`config.mk`:
```
export PLATFORM = sky130hd
export DESIGN_NAME = alu_cmd_sequencer
export DESIGN_NICKNAME = d
export VERILOG_FILES = /design/src/rtl/alu_cmd_sequencer.sv
export SDC_FILE = /design/constraint.sdc
export NUM_CORES = 1
export LEC_CHECK = 0
export ABC_AREA = 1
export CAP_MARGIN = 20
export CORE_UTILIZATION = 40
export DETAILED_ROUTE_END_ITERATION = 6
export PLACE_DENSITY = 0.68
export SYNTH_ARGS = -nofsm -noshare
export SYNTH_HDL_FRONTEND = slang
export SYNTH_SLANG_ARGS = --single-unit
```
`constraint.sdc`:
```
create_clock -name clk -period 3.3 [get_ports clk]
set_input_delay 0.825 -clock clk [delete_from_list [all_inputs] [get_ports clk]]
set_output_delay 0.825 -clock clk [all_outputs]
set_load 0.03 [all_outputs]
```
`src/rtl/alu_cmd_sequencer.sv`:
```
// alu_cmd_sequencer: collects a three-byte command frame {sync|fun, A, B}, fires the ALU for
// one cycle, captures its 16-bit result and returns it little-endian over a valid/ready byte
// interface.
// Optional feature: define ALU_SEQ_CHKSUM_EN to append a checksum byte
// (opcode ^ result[7:0] ^ result[15:8]) after the result bytes.
module alu_cmd_sequencer #(
    parameter int unsigned TIMEOUT_CYC = 15,
    parameter logic [3:0]  SYNC_NIBBLE = 4'hC
) (
    input  logic        clk,
    input  logic        RST,
    input  logic [7:0]  RX_DATA,
    input  logic        RX_VALID,
    output logic        RX_READY,
    output logic [7:0]  ALU_A,
    output logic [7:0]  ALU_B,
    output logic [3:0]  ALU_FUN,
    output logic        ALU_EN,
    input  logic [15:0] ALU_OUT,
    input  logic        ALU_OUT_VALID,
    output logic [7:0]  TX_DATA,
    output logic        TX_VALID,
    input  logic        TX_READY,
    output logic        BUSY,
    output logic        CMD_ERR
);

    typedef enum logic [2:0] {
        StIdle,
        StGetA,
        StGetB,
        StFire,
        StWait,
        StSendLo,
        StSendHi,
        StSendCs
    } state_e;

    // Last counter value allowed in WAIT; 9 bits so TIMEOUT_CYC up to 255 compares cleanly.
    localparam logic [8:0] TmoLast = 9'(TIMEOUT_CYC - 1);

    state_e      state;
    logic [15:0] result;
    logic [7:0]  tmo_cnt;
    logic        rx_fire;
    logic        bad_opcode;
    logic        tmo_hit;

    // Handshake, opcode validation and timeout detection.
    always_comb begin
        rx_fire    = RX_VALID && RX_READY;
        bad_opcode = (RX_DATA[7:4] != SYNC_NIBBLE) || (RX_DATA[3:0] == 4'hF);
        // Abort on the cycle the counter would step onto TIMEOUT_CYC-1.
        tmo_hit    = ({1'b0, tmo_cnt} + 9'd1) >= TmoLast;
    end

    // Outputs decoded directly from the state register.
    always_comb begin
        RX_READY = (state == StIdle) || (state == StGetA) || (state == StGetB);
        BUSY     = (state != StIdle);
        ALU_EN   = (state == StFire);
        TX_VALID = (state == StSendLo) || (state == StSendHi) || (state == StSendCs);
    end

    // Sequencer FSM with its registered outputs.
    always_ff @(posedge clk or posedge RST) begin
        if (RST) begin
            state   <= StIdle;
            ALU_A   <= 8'h00;
            ALU_B   <= 8'h00;
            ALU_FUN <= 4'h0;
            result  <= 16'h0000;
            TX_DATA <= 8'h00;
            tmo_cnt <= 8'h00;
            CMD_ERR <= 1'b0;
        end else begin
            CMD_ERR <= 1'b0;
            case (state)
                StIdle: begin
                    if (rx_fire) begin
                        if (bad_opcode) begin
                            CMD_ERR <= 1'b1;
                        end else begin
                            ALU_FUN <= RX_DATA[3:0];
                            state   <= StGetA;
                        end
                    end
                end
                StGetA: begin
                    if (rx_fire) begin
                        ALU_A <= RX_DATA;
                        state <= StGetB;
                    end
                end
                StGetB: begin
                    if (rx_fire) begin
                        ALU_B <= RX_DATA;
                        state <= StFire;
                    end
                end
                StFire: begin
                    // Any OUT_VALID seen here belongs to a previous operation and is ignored.
                    tmo_cnt <= 8'h00;
                    state   <= StWait;
                end
                StWait: begin
                    if (ALU_OUT_VALID) begin
                        result  <= ALU_OUT;
                        TX_DATA <= ALU_OUT[7:0];
                        state   <= StSendLo;
                    end else if (tmo_hit) begin
                        CMD_ERR <= 1'b1;
                        state   <= StIdle;
                    end else begin
                        tmo_cnt <= tmo_cnt + 8'd1;
                    end
                end
                StSendLo: begin
                    if (TX_READY) begin
                        TX_DATA <= result[15:8];
                        state   <= StSendHi;
                    end
                end
                StSendHi: begin
                    if (TX_READY) begin
`ifdef ALU_SEQ_CHKSUM_EN
                        TX_DATA <= {SYNC_NIBBLE, ALU_FUN} ^ result[7:0] ^ result[15:8];
                        state   <= StSendCs;
`else
                        state   <= StIdle;
`endif
                    end
                end
                StSendCs: begin
                    // Only reachable with the checksum feature; otherwise falls straight back.
                    if (TX_READY) begin
                        state <= StIdle;
                    end
                end
                default: state <= StIdle;
            endcase
        end
    end

endmodule

```
# Word level (Yosys, flattened, before mapping)
# Index checks and enable logic that the tools add are counted.
# totals
regBits,56
input_bits,29
out_inout_bits,33
elab_cells,69
# classes
add_sub_neg,2
magnitude_cmp,1
n_eq_ne,19
n_mux,20
bitwise,1
reduce_logical,18
# ops
cell,n
8-bit two-way mux,4
8-bit one-hot mux with 2 select lines,2
3-bit two-way mux,8
3-bit one-hot mux with 7 select lines,1
"2-bit inequality test, second input constant",8
"3-bit == test, second input constant",4
"8-bit by 1-bit adder with 9-bit output, second input constant",1
"9-bit by 4-bit >= comparator with 1-bit output, second input constant",1
3-bit AND reduction,3
"8-bit by 1-bit adder with 8-bit output, second input constant",1
7-bit AND reduction,1
"3-bit by 2-bit == test with 1-bit output, second input constant",2
2-bit AND reduction,3
1-bit logical OR,5
"4-bit == test, second input constant",1
1-bit two-way mux,4
"4-bit inequality test, second input constant",1
2-bit nonzero test,2
"3-bit by 1-bit == test with 1-bit output, second input constant",1
3-bit zero test,1
"3-bit inequality test, second input constant",1
3-bit nonzero test,1
"2-bit by 1-bit inequality test with 1-bit output, second input constant",1
1-bit one-hot mux with 2 select lines,1
other kinds (3),3

# Logic depth before layout (Yosys ltp)
# depth
ltp_word,6
ltp_mapped,12
ltp_nobuf,12

# Worst setup path after synthesis
# Ideal clock, no wire load.
# synth_timing
path_kind,register to output
from,register state[2]
to,output port ALU_EN
t_arrival_ns,1.048
t_required_ns,2.475
path_slack_ns,1.427
stages_incl_launch_ff,4
path_buffers,0
path_cell_list,dfrtp_1 > inv_2 > nand3_1 > inv_1
# synth_via
elab_chain_cells,1
# synth_lines
item,line_no,rtl
"start, declared",42,state_e state;
"start signal, assigned",68,state <= StIdle;
"start signal, assigned",85,state <= StGetA;
"start signal, assigned",92,state <= StGetB;
3-bit by 2-bit == test with 1-bit output,61,ALU_EN = (state == StFire);
"end, declared",18,"output logic ALU_EN,"
# Every way passes these cells.

# Final worst setup path
# Same ends and word-level chain as after synthesis.

==> results.json <==
{
  "status": "finished, final reports clean",
  "slew_violations": 0,
  "h-tree-depth": 2,
  "drv_cap": 0,
  "rrSetupSlack_ns": 1.50,
  "internal_power_mw": 1.57,
  "min_from": "ALU_A[2]",
  "drt_iter0_drc": 55,
  "gp_congestion": 0.810,
  "yosys-top-cells-count": "74 x nand2_1, 48 x dfrtp_1, 27 x nor2_1, 25 x inv_1, 19 x o21ai_0",
  "clk_latency_ns": 0.30,
  "syn_nets": 294,
  "clk_pin_slew_worst_paths_ns": 0.09,
  "path_class": "flop to primary output",
  "tns_ns": 0,
  "hp-class": "flop to flop",
  "max_clock_freq_mhz": 358,
  "cts_inserted_buffers": 5,
  "syn_inst": 263,
  "fill_cells": 528,
  "rr_worst_depth": 11,
  "drcViolationCount": 0,
  "comb_power_share_pct": 51.0,
  "die_h_um": 77.7,
  "switching_share_pct": 43.1,
  "drt_wl_total_mm": 5.00,
  "power.leakage_nw": 1.43,
  "yosysTopAreaCellShare_pct": 52.4,
  "postCtsHoldBufs": 0,
  "num-nets-final": 359,
  "grt_max_degree": 20,
  "drive_gt1_share_pct": 11.6,
  "setup_viol": 0,
  "worstMarginPinSlew_ns": 0.587,
  "worst_slack_ns": 0.505,
  "numPortBuffers": 61,
  "antenna_cells": 0,
  "p_per_area_nw_per_um2": 899,
  "drt-pass1-iter-count": 4,
  "initial_core_util_pct": 41.6,
  "synth_cell_type_count": 26,
  "die_area_sq_um": 6030,
  "synth_area_leaders": "dfrtp_1 52%, nand2_1 12%, nor2_1 4.4%, o21ai_0 4.2%, inv_1 4.1%",
  "design_area_sq_um": 3060,
  "hold_end": "ALU_A[2]",
  "power.ir.vdd_worst_mv": 0.488,
  "cts_root_buf": "clkbuf_8",
  "place_ws_ns": 0.836,
  "power_switching_mw": 1.19,
  "grt_pass1_wl_mm": 8.43,
  "ys.flop_type": "dfrtp_1",
  "yosys.cell_count.top_type": "nand2_1",
  "num_vias": 1908,
  "cts_tree": "done",
  "hpwl_mm": 3.81,
  "cp-end-kind": "primary output",
  "ys_ff_latch": 48,
  "syn_area_sq_um": 2290,
  "rows": 27,
  "regArea_sq_um": 1200,
  "yosys_warnings": 0,
  "cts_resized": 0,
  "clock-sinks": 48,
  "yosysTopAreaCell": "dfrtp_1",
  "r2r_end": "tmo_cnt[3]",
  "holdPathStages": 2,
  "grt_use_total_pct": 18.1,
  "arrival_ns": 1.97,
  "grt_pass1_vias": 1858,
  "post-route-min-period_ns": 2.80,
  "hold_violations": 0,
  "routedWlPerCell_um": 12.5,
  "core_sq_um": 5510,
  "synth_edf_count": 0,
  "placed_area_sq_um": 2970,
  "synthToLayoutAreaGrowth_pct": 33.7,
  "crit_fanout": 7,
  "ys_seq_area_share_pct": 52.4,
  "clock_skew_ns": 0.00360,
  "via_per_inst": 4.77,
  "final_util_pct": 55.6,
  "antenna_left": 0,
  "p_seq_share_pct": 36.0,
  "ys_async_sr_fraction_pct": 100,
  "cp.required_ns": 2.47,
  "cts_setup_buffers": 0,
  "post-route-period-util_pct": 84.7,
  "io_pins": 62,
  "crit_path_start_kind": "flop",
  "syn_avg_cell_area_sq_um": 8.71,
  "antenna_found_initial": 0,
  "power_frac_clock_pct": 13.0,
  "clock_path_buffers": 2,
  "r2r-start": "tmo_cnt[0]",
  "fp.dieW_um": 77.7,
  "gr-total-overflow": 0,
  "grt_setup_unrepaired": "no",
  "slew_headroom_pct": 60.8,
  "multi_input_area_sq_um": 937
}
[how the worst max path moves through the flow]
| stage | to | cells after the start | from | slack, ns |
|---|---|---|---|---|
| 2_1_floorplan | ALU_A[0] | 1 | RST | 1.33 |
| 3_3_place_gp | ALU_EN | 4 | state[2] | 0.86 |
| 3_5_place_dp | ALU_EN | 4 | state[2] | 0.84 |
| 4_1_cts | ALU_EN | 4 | state[2] | 0.50 |
| 5_1_grt | ALU_EN | 4 | state[2] | 0.34 |
| 6_report | ALU_EN | 4 | state[2] | 0.50 |
[cells in the final DEF, fill, tap and decap left out, drive strengths merged, types with 7 or more instances in the layout]
cell type      netlist  layout
nand2               77      77
clkdlybuf4s50        0      61
dfrtp               48      48
nor2                34      34
inv                 30      30
o21ai               20      20
nand3               16      16
mux2                 8       8
a31oi                8       8
a21oi                7       7
[power by group through the flow]
| stage | Combinational, mW | Sequential [mW] | Clock, mW |
|---|---|---|---|
| 2_1_floorplan | 0.588 | 1.30 | 0 |
| 3_3_place_gp | 1.40 | 0.993 | 0 |
| 3_5_place_dp | 1.42 | 0.995 | 0 |
| 4_1_cts | 1.42 | 0.991 | 0.370 |
| 5_1_grt | 1.53 | 1.02 | 0.396 |
| 6_report | 1.40 | 0.991 | 0.359 |
[sequential cells by signal (all words and copies together), names as in the netlist]
register and flops:
TX_DATA 8, ALU_B 8, CMD_ERR 1, ALU_FUN 4, state 3, result 8, ALU_A 8, tmo_cnt 8
[per-stage QoR]
stage / hold slack (ns) / power [mW] / std cells
after floorplan: 0.480 / 1.88 / 263
after global placement: 0.466 / 2.39 / 393
after detailed placement: 0.472 / 2.41 / 393
after CTS: 0.493 / 2.78 / 400
after global routing: 0.517 / 2.95 / 400
final: 0.493 / 2.75 / 400
[routing by layer]
layer / global-route usage [%] / up-vias / wire, um
met2: 30.4 / 57 / 2390
met3: 5.65 / 9 / 333
met5: 0 / - / 0
met1: 21.7 / 870 / 2190
li1: - / 972 / -
met4: 6.23 / 0 / 80
[final cells by class]
type,instances,area share (%)
inverters,30,3.84
well taps,72,2.94
clock buffers,6,2.70
clock inverters,1,0.286
repair buffers,63,20.4
multi-input cells,180,30.6
flip-flops and latches,48,39.2
[worst max-delay path: stages, from the launching register on]
cell             delay [ns]
dfrtp_1                0.45
inv_2                  0.17
nand3_1                0.26
inv_1                  0.12
clkdlybuf4s50_1        0.67
[logic make-up after synthesis]
kind of cell,count (synthesis),synth area share (%)
flip-flops,48,52.4
AO/OA/AOI/OAI,36,9.45
adder cells (fa/ha/maj),2,1.09
multiplexers,8,3.93
AND/OR/NAND/NOR,134,26.4
buffers and inverters,35,6.66
(Power assumes the default switching activity.)
